[config.mk]
export PLATFORM = sky130hd
export DESIGN_NAME = seq_mul16_flat
export DESIGN_NICKNAME = d
export VERILOG_FILES = /design/src/rtl/seq_mul16_pkg.sv /design/src/rtl/seq_mul16_if.sv /design/src/rtl/Add16.sv /design/src/rtl/seq_mul16.sv /design/src/flat_wrapper.sv
export SDC_FILE = /design/constraint.sdc
export NUM_CORES = 1
export LEC_CHECK = 0
export ABC_AREA = 1
export CAP_MARGIN = 25
export CORE_MARGIN = 2
export CORE_UTILIZATION = 52
export DETAILED_ROUTE_END_ITERATION = 8
export PLACE_DENSITY = 0.76
export SLEW_MARGIN = 20
export SYNTH_ARGS = -nofsm -noshare
export SYNTH_HDL_FRONTEND = slang
export SYNTH_SLANG_ARGS = --single-unit
[constraint.sdc]
create_clock -name clk -period 1.9 [get_ports clk]
set_input_delay 0.57 -clock clk [delete_from_list [all_inputs] [get_ports clk]]
set_output_delay 0.57 -clock clk [all_outputs]
set_load 0.01 [all_outputs]
[src/rtl/seq_mul16_pkg.sv]
// Shared definitions for the 16-bit sequential shift-add multiplier:
// state encodings, datapath width and iteration count.
package seq_mul16_pkg;

  localparam int unsigned WIDTH      = 16;
  localparam int unsigned ITERATIONS = 16;
  localparam int unsigned COUNT_W    = $clog2(ITERATIONS);

  localparam logic [COUNT_W-1:0] LAST_COUNT = COUNT_W'(ITERATIONS - 1);

  // Encoding 2'd3 is unused and recovers to ST_IDLE.
  typedef enum logic [1:0] {
    ST_IDLE = 2'd0,
    ST_RUN  = 2'd1,
    ST_DONE = 2'd2
  } state_t;

endpackage

[src/rtl/seq_mul16_if.sv]
// Request/response bundle of seq_mul16: operands and start in,
// product with busy/done status out.
interface seq_mul16_if;
  import seq_mul16_pkg::*;

  logic             start;
  logic [WIDTH-1:0] a;
  logic [WIDTH-1:0] b;
  logic [WIDTH-1:0] out;
  logic             busy;
  logic             done;

  modport master (
    output start, a, b,
    input  out, busy, done
  );

  modport slave (
    input  start, a, b,
    output out, busy, done
  );

endinterface

[src/rtl/Add16.sv]
// 16-bit adder used for the accumulate path; carry out is discarded so
// the sum wraps modulo 2^16.
module Add16
  import seq_mul16_pkg::*;
(
  input  logic [WIDTH-1:0] a,
  input  logic [WIDTH-1:0] b,
  output logic [WIDTH-1:0] sum
);

  assign sum = a + b;

endmodule

[src/rtl/seq_mul16.sv]
// Sequential shift-add multiplier: 16 RUN cycles per product, fixed
// latency, low 16 bits of a*b presented on out with a one-cycle done pulse.
module seq_mul16
  import seq_mul16_pkg::*;
(
  input  logic        clk,
  input  logic        rst_n,
  seq_mul16_if.slave  bus
);

  state_t             state_q,  state_d;
  logic [WIDTH-1:0]   mcand_q,  mcand_d;
  logic [WIDTH-1:0]   mplier_q, mplier_d;
  logic [WIDTH-1:0]   acc_q,    acc_d;
  logic [COUNT_W-1:0] count_q,  count_d;
  logic [WIDTH-1:0]   out_q,    out_d;
  logic [WIDTH-1:0]   add_sum;

  Add16 u_add16 (
    .a   (acc_q),
    .b   (mcand_q),
    .sum (add_sum)
  );

  always_comb begin
    state_d  = state_q;
    mcand_d  = mcand_q;
    mplier_d = mplier_q;
    acc_d    = acc_q;
    count_d  = count_q;
    out_d    = out_q;

    case (state_q)
      ST_IDLE: begin
        if (bus.start) begin
          mcand_d  = bus.a;
          mplier_d = bus.b;
          acc_d    = '0;
          count_d  = '0;
          state_d  = ST_RUN;
        end
      end

      ST_RUN: begin
        if (mplier_q[0]) begin
          acc_d = add_sum;
        end
        mcand_d  = mcand_q << 1;
        mplier_d = mplier_q >> 1;
        count_d  = count_q + COUNT_W'(1);
        // The last step's partial product goes straight to out so the
        // result lands on the same edge that enters DONE.
        if (count_q == LAST_COUNT) begin
          out_d   = acc_d;
          state_d = ST_DONE;
        end
      end

      ST_DONE: begin
        state_d = ST_IDLE;
      end

      default: begin
        state_d = ST_IDLE;
      end
    endcase
  end

  always_ff @(posedge clk) begin
    if (!rst_n) begin
      state_q  <= ST_IDLE;
      mcand_q  <= '0;
      mplier_q <= '0;
      acc_q    <= '0;
      count_q  <= '0;
      out_q    <= '0;
    end else begin
      state_q  <= state_d;
      mcand_q  <= mcand_d;
      mplier_q <= mplier_d;
      acc_q    <= acc_d;
      count_q  <= count_d;
      out_q    <= out_d;
    end
  end

  assign bus.out  = out_q;
  assign bus.busy = (state_q == ST_RUN);
  assign bus.done = (state_q == ST_DONE);

endmodule

[src/flat_wrapper.sv]
// flat-port wrapper written by rule: the top's interface ports become plain ports
module seq_mul16_flat import seq_mul16_pkg::*;
  (clk, rst_n, bus_start, bus_a, bus_b, bus_out, bus_busy, bus_done);
  seq_mul16_if bus_i ();
  input  logic clk;
  input  logic rst_n;
  input wire logic [$bits(bus_i.start)-1:0] bus_start;
  input wire logic [$bits(bus_i.a)-1:0] bus_a;
  input wire logic [$bits(bus_i.b)-1:0] bus_b;
  output wire logic [$bits(bus_i.out)-1:0] bus_out;
  output wire logic [$bits(bus_i.busy)-1:0] bus_busy;
  output wire logic [$bits(bus_i.done)-1:0] bus_done;
  assign bus_i.start = bus_start;
  assign bus_i.a = bus_a;
  assign bus_i.b = bus_b;
  assign bus_out = bus_i.out;
  assign bus_busy = bus_i.busy;
  assign bus_done = bus_i.done;
  seq_mul16 u_core (.clk(clk), .rst_n(rst_n), .bus(bus_i));
endmodule
# Word level (Yosys, flattened, before mapping)

Cells that the tools add are included.

Bits in registers: 70
Bits of input ports: 35
Output and inout bits: 18

$add $sub $neg: 2
Eq/ne operators: 5
Muxes and demuxes: 12
Reduce and logical (&&, ||, !) cells: 5

Operator list:

| kind                                                | count |
|---|---|
| case mux 16 bit (2 select lines)                    | 3 |
| 2-to-1 mux 16 bit                                   | 4 |
| adder 16 bit                                        | 1 |
| case mux 4 bit (2 select lines)                     | 1 |
| AND reduction 2 bit                                 | 3 |
| adder 4 x 1 -> 4 bit, second input constant         | 1 |
| equality test 4 bit, second input constant          | 1 |
| 2-to-1 mux 2 bit                                    | 2 |
| 2-to-1 mux 4 bit                                    | 1 |
| case mux 2 bit (2 select lines)                     | 1 |
| equality test 2 x 1 -> 1 bit, second input constant | 1 |
| equality test 2 bit, second input constant          | 1 |
| logical NOT 2 bit                                   | 1 |
| != test 2 x 1 -> 1 bit, second input constant       | 1 |
| != test 2 bit, second input constant                | 1 |
| nonzero test 2 bit                                  | 1 |

# Logic depth before layout (Yosys ltp)

Gate-level depths: netlist of run 1.

Depth after elaboration: 3
Mapped depth: 14
Mapped depth without buffers: 14

# By module

Synthesis of run 1 repeated with hierarchy kept, for this count alone.

Cells, all modules: 652
Area, all modules: 4103.9 µm²

By module, submodules not included:

| module    | times used | cells an instance | area each (µm²) |
|---|---|---|---|
| seq_mul16 | 1          | 476               | 3175.5 |
| Add16     | 1          | 176               | 928.4 |

# Least setup slack after synthesis of run 1

Ideal clock, no wire load.

Kind: register to register
From: register u_core.acc_q[0]
To: register u_core.out_q[14] (netlist: u_core.bus.out[14])
Library setup time: 0.109 ns
Arrival time: 1.583 ns
Data required time: 1.791 ns
Setup slack: 0.208 ns
Cell stages (with the launch flop): 15
Clock period less this slack: 1.692 ns
Cell sequence: dfxtp_1 -> ha_1 -> fa_1 -> nand2_1 -> nand2_1 -> nand3_1 -> nand2_2 -> nand2_1 -> nand2_1 -> nand2_1 -> nand3_1 -> nand2_1 -> nand2_1 -> nand2_1 -> inv_1

Cells in the longest elaborated chain, start to end: 2

RTL lines:

| element                | line            | text |
|---|---|---|
| from (decl)            | seq_mul16.sv:14 | `logic [WIDTH-1:0] acc_q, acc_d;` |
| from (signal assigned) | seq_mul16.sv:74 | `acc_q <= '0;` |
| from (signal assigned) | seq_mul16.sv:81 | `acc_q <= acc_d;` |
| adder 16 bit           | Add16.sv:11     | `assign sum = a + b;` |
| 2-to-1 mux 16 bit      | seq_mul16.sv:45 | `if (mplier_q[0]) begin` |
| to (signal assigned)   | seq_mul16.sv:83 | `out_q <= out_d;` |
| to (decl)              | seq_mul16.sv:16 | `logic [WIDTH-1:0] out_q, out_d;` |

No other way between the ends.
A chain may end at the register's enable or synchronous reset.

# Worst setup path in the final report of run 1

From: register u_core.out_q[0] (netlist: u_core.bus.out[0])
To: output bus_out[0]

RTL lines:

| element   | line               | text |
|---|---|---|
| to (decl) | flat_wrapper.sv:10 | `output wire logic [$bits(bus_i.out)-1:0] bus_out;` |

No word-level cell between the ends.

==> results of run 1 <==
==> per-stage QoR <==
| step | setup slack [ns] | utilization | cells |
|---|---|---|---|
| 2_1_floorplan | 0.208 | - | 585 |
| 3_3_place_gp | -0.00621 | 0.633 | 728 |
| 3_5_place_dp | -0.0515 | 0.633 | 728 |
| 4_1_cts | 0.0184 | 0.658 | 744 |
| 5_1_grt | -0.0230 | 0.679 | 745 |
| 6_report | 0.0986 | 0.679 | 745 |
==> sequential cells by signal, indices dropped and copies added (netlist names) <==
name / flops
u_core.acc_q: 16
u_core.bus.out: 16
u_core.count_q: 4
u_core.mcand_q: 16
u_core.mplier_q: 16
u_core.state_q: 2
==> what timing repair did <==
action / in CTS / in global routing
gates resized for setup: 2 / 31
cloned: 0 / 0
endpoints found under the setup margin: 2 / 16
buffers inserted: 0 / 1
pin swaps: 0 / 5
==> placed cells by master, fill, tap and decap left out, types with 3 or more instances in the layout <==
master | Yosys | final
inv_1 | 68 | 68
nor2_1 | 39 | 38
or2_2 | 8 | 8
a22oi_1 | 19 | 19
o21ai_1 | 7 | 9
a21o_1 | 3 | 3
ha_4 | 0 | 7
nand3_2 | 2 | 3
clkbuf_8 | 0 | 12
nand2_2 | 3 | 9
xnor2_1 | 7 | 6
nand2_1 | 215 | 209
o21ai_0 | 11 | 9
ha_1 | 16 | 8
clkdlybuf4s50_1 | 0 | 50
buf_12 | 0 | 5
nand3_1 | 25 | 24
a21oi_2 | 1 | 3
dfxtp_1 | 70 | 64
a31oi_1 | 13 | 13
a21oi_1 | 35 | 33
dfxtp_2 | 0 | 6
buf_4 | 1 | 13
inv_2 | 5 | 5
==> report_power, final <==
group	total [W]	switching (W)	internal, W
Sequential	0.00158	0.0000495	0.00153
Clock	0.00112	0.000546	0.000577
Combinational	0.000527	0.000280	0.000247
==> worst max path at each step <==
stage                                   startpoint                              end
global placement                         bus_start  u_core.mcand_q[11]$_SDFFE_PN0P_
CTS                   u_core.acc_q[0]$_SDFFE_PN0P_  u_core.bus.out[14]$_SDFFE_PN0P_
detailed placement                       bus_start   u_core.mcand_q[5]$_SDFFE_PN0P_
finish              u_core.bus.out[0]$_SDFFE_PN0P_                       bus_out[0]
global route        u_core.mcand_q[0]$_SDFFE_PN0P_  u_core.bus.out[12]$_SDFFE_PN0P_
floorplan             u_core.acc_q[0]$_SDFFE_PN0P_  u_core.bus.out[14]$_SDFFE_PN0P_
==> final cells by class <==
cell class / count / share of cell area
clock buffer: 13 / 0.0343
tap: 99 / 0.0251
inverter: 73 / 0.0556
multi-input combinational: 417 / 0.450
sequential: 70 / 0.286
clock inverter: 3 / 0.00356
timing repair buffer: 70 / 0.145
==> layer usage <==
| metal | GRT usage | vias to the layer above |
|---|---|---|
| li1 | - | 1958 |
| met1 | 0.266 | 1753 |
| met2 | 0.415 | 52 |
| met3 | 0.0568 | 11 |
| met4 | 0.0756 | 0 |
| met5 | 0 | - |
==> worst min-delay path: cells and delay by family, from the launching register on <==
family | cells | cell delay, ns
AO/OA/AOI/OAI | 1 | 0.05
AND/OR/NAND/NOR | 1 | 0.06
flip-flops | 1 | 0.31
==> cell families after synthesis <==
group           after synthesis  synth area share
buf+inv                      98             0.106
xor+xnor                      7            0.0157
fa+ha+maj                    17            0.0565
compound gates               91             0.140
simple gates                302             0.323
flops                        70             0.360
==> summary.md, run 1 <==
| Metric | Value |
|---|---|
| Fin area | `0.00493 sq mm` |
| WL met3 | `302 um` |
| DR vias/cell | `5.07` |
| Site Rows | `31` |
| Die span in x | `90.5 um` |
| Worst path max stage delay | `0.54 ns` |
| Status | `finished, final reports clean` |
| Layout cells sized above 1 | `0.133` |
| Yosys cell types | `36` |
| Wire length on met2 | `4710 um` |
| MaxCap Viol Count | `0` |
| DR iter-0 viols | `208` |
| Cell taking the most area after synthesis | `dfxtp_1` |
| Crit Path Category | `register to output port` |
| Full die area | `0.00820 sq mm` |
| Via count | `3774` |
| Register area share after synthesis | `0.360` |
| Period utilisation layout | `0.948` |
| Hold Buf Count CTS | `0` |
| CP max FO | `2` |
| Slew at the pin with the worst max-slew slack | `0.373 ns` |
| Layout Skew | `0.00916 ns` |
| Fin nets | `693` |
| Post-DP HPWL | `6440 um` |
| Setup TNS | `0 ns` |
| Top area cells in the synthesized netlist | `dfxtp_1 (36%), nand2_1 (21%), inv_1 (6.6%), ha_1 (5.1%), a21oi_1 (4.5%)` |
| Crit Reg-Reg Endpoint | `u_core.acc_q[6]$_SDFFE_PN0P_` |
| Hold Violations, Final | `0` |
| Most frequent cell after synthesis | `nand2_1` |
| Die Span Y | `90.5 um` |
| Min Hold Slack | `0.464 ns` |
| Most frequent cells after synthesis | `nand2_1 (215), dfxtp_1 (70), inv_1 (68)` |
| Synth Warn # | `0` |
| Mapped Cells | `585` |
| CTS tree | `yes` |
| Cell family contributing the most delay on the critical path | `buffers and inverters` |
| Vias in the first global route | `3606` |
| Starting Density | `0.537` |
| Ports | `53` |
| Critical-path top delay cell | `clkdlybuf4s50_1` |
| Inserted Diodes | `0` |
| Slew Viols, Final | `0` |
| Num Clock Sinks | `70` |
| Routed wire per std cell | `12.2 um` |
| Register Area | `0.00141 sq mm` |
| CTS max path bufs | `2` |
| Final wirelength | `9050 um` |
| Synth Cell Area | `0.00389 sq mm` |
| Ys async rst share | `0` |
| Post-layout min period | `1.80 ns` |
| Reg clk slew, reported paths | `0.07 ns` |
| DRT met1 WL | `3890 um` |
| Startpoint Class | `register` |
| Port bufs | `52` |
| Initial antenna violation count | `0` |
| Routed Antenna Nets | `0` |
| Hold Path Class | `register to register` |
| # setup viols final | `0` |
| Clk_lat worst skew | `0.35 ns` |
| CP Data Arrival Time | `1.23 ns` |
| Hold_sp | `u_core.count_q[3]$_SDFFE_PN0P_` |
| Stages on worst setup path | `1` |
| Top_reg_cell synth | `dfxtp_1` |
| Root Driver | `clkbuf_8` |
| Global Route Usage Sum | `0.230` |
| WHS Path Cells | `2` |
| Number of flops mapped to enable cells by yosys | `0` |
| Highest metal used | `met4` |
| Layout area overhead | `26.5%` |
| RSZ-0062 raised after global routing | `true` |
| First-pass GRT wire length | `15500 um` |
| Overall power | `0.00322 W` |
| Critical Path, Cell by Cell | `clkdlybuf4s50_1` |
| Cell depth of the worst flop-to-flop path | `10` |
| Worst reg-to-reg setup slack | `0.1 ns` |
| Synthesized net count | `637` |
| Mean Syn Cell Area | `6.66 sq um` |
| Drt drc | `0` |
| Pwr per Cell Area | `655 mW/mm^2` |
| Min-Delay Endpoint | `u_core.count_q[3]$_SDFFE_PN0P_` |
| Post-synth top area share | `0.360` |
| Buffers plus inverters on the worst setup path | `1` |
| Critical Path RT | `1.33 ns` |
| Grt ovf | `0` |
| Max Clk Rate | `0.555 GHz` |
| GPL Wtd Cong | `0.898` |
| TritonRoute pass-1 iters | `4` |
| Fill cell count | `642` |
| Core Area | `0.00725 sq mm` |
| Synthesized flop and latch total | `70` |
| Multi-input gate area | `0.00222 sq mm` |
| Element type at the critical path end | `output port` |
| H-tree Lvls | `3` |
| Num CTS Buffers | `9` |
| Leak | `2.30 nW` |
| Peak supply drop | `548 uV` |
| Dpl cell area | `0.00459 sq mm` |
| RR Startpoint | `u_core.mcand_q[0]$_SDFFE_PN0P_` |
| Relative slew margins | `0.751` |
| Largest net degree at the start of global routing | `49` |
Note: power is estimated with default switching activity, not from simulation.
==> inputs of run 2 (changes only) <==
--- a/config.mk
+++ b/config.mk
@@ -6,7 +6,7 @@
 export NUM_CORES = 1
 export LEC_CHECK = 0
 export ABC_AREA = 1
-export CAP_MARGIN = 25
+export CAP_MARGIN = 20
 export CORE_MARGIN = 2
 export CORE_UTILIZATION = 52
 export DETAILED_ROUTE_END_ITERATION = 8
==> results of run 2 <==
No change in the layout: final DEF, timing and power equal those of run 1.
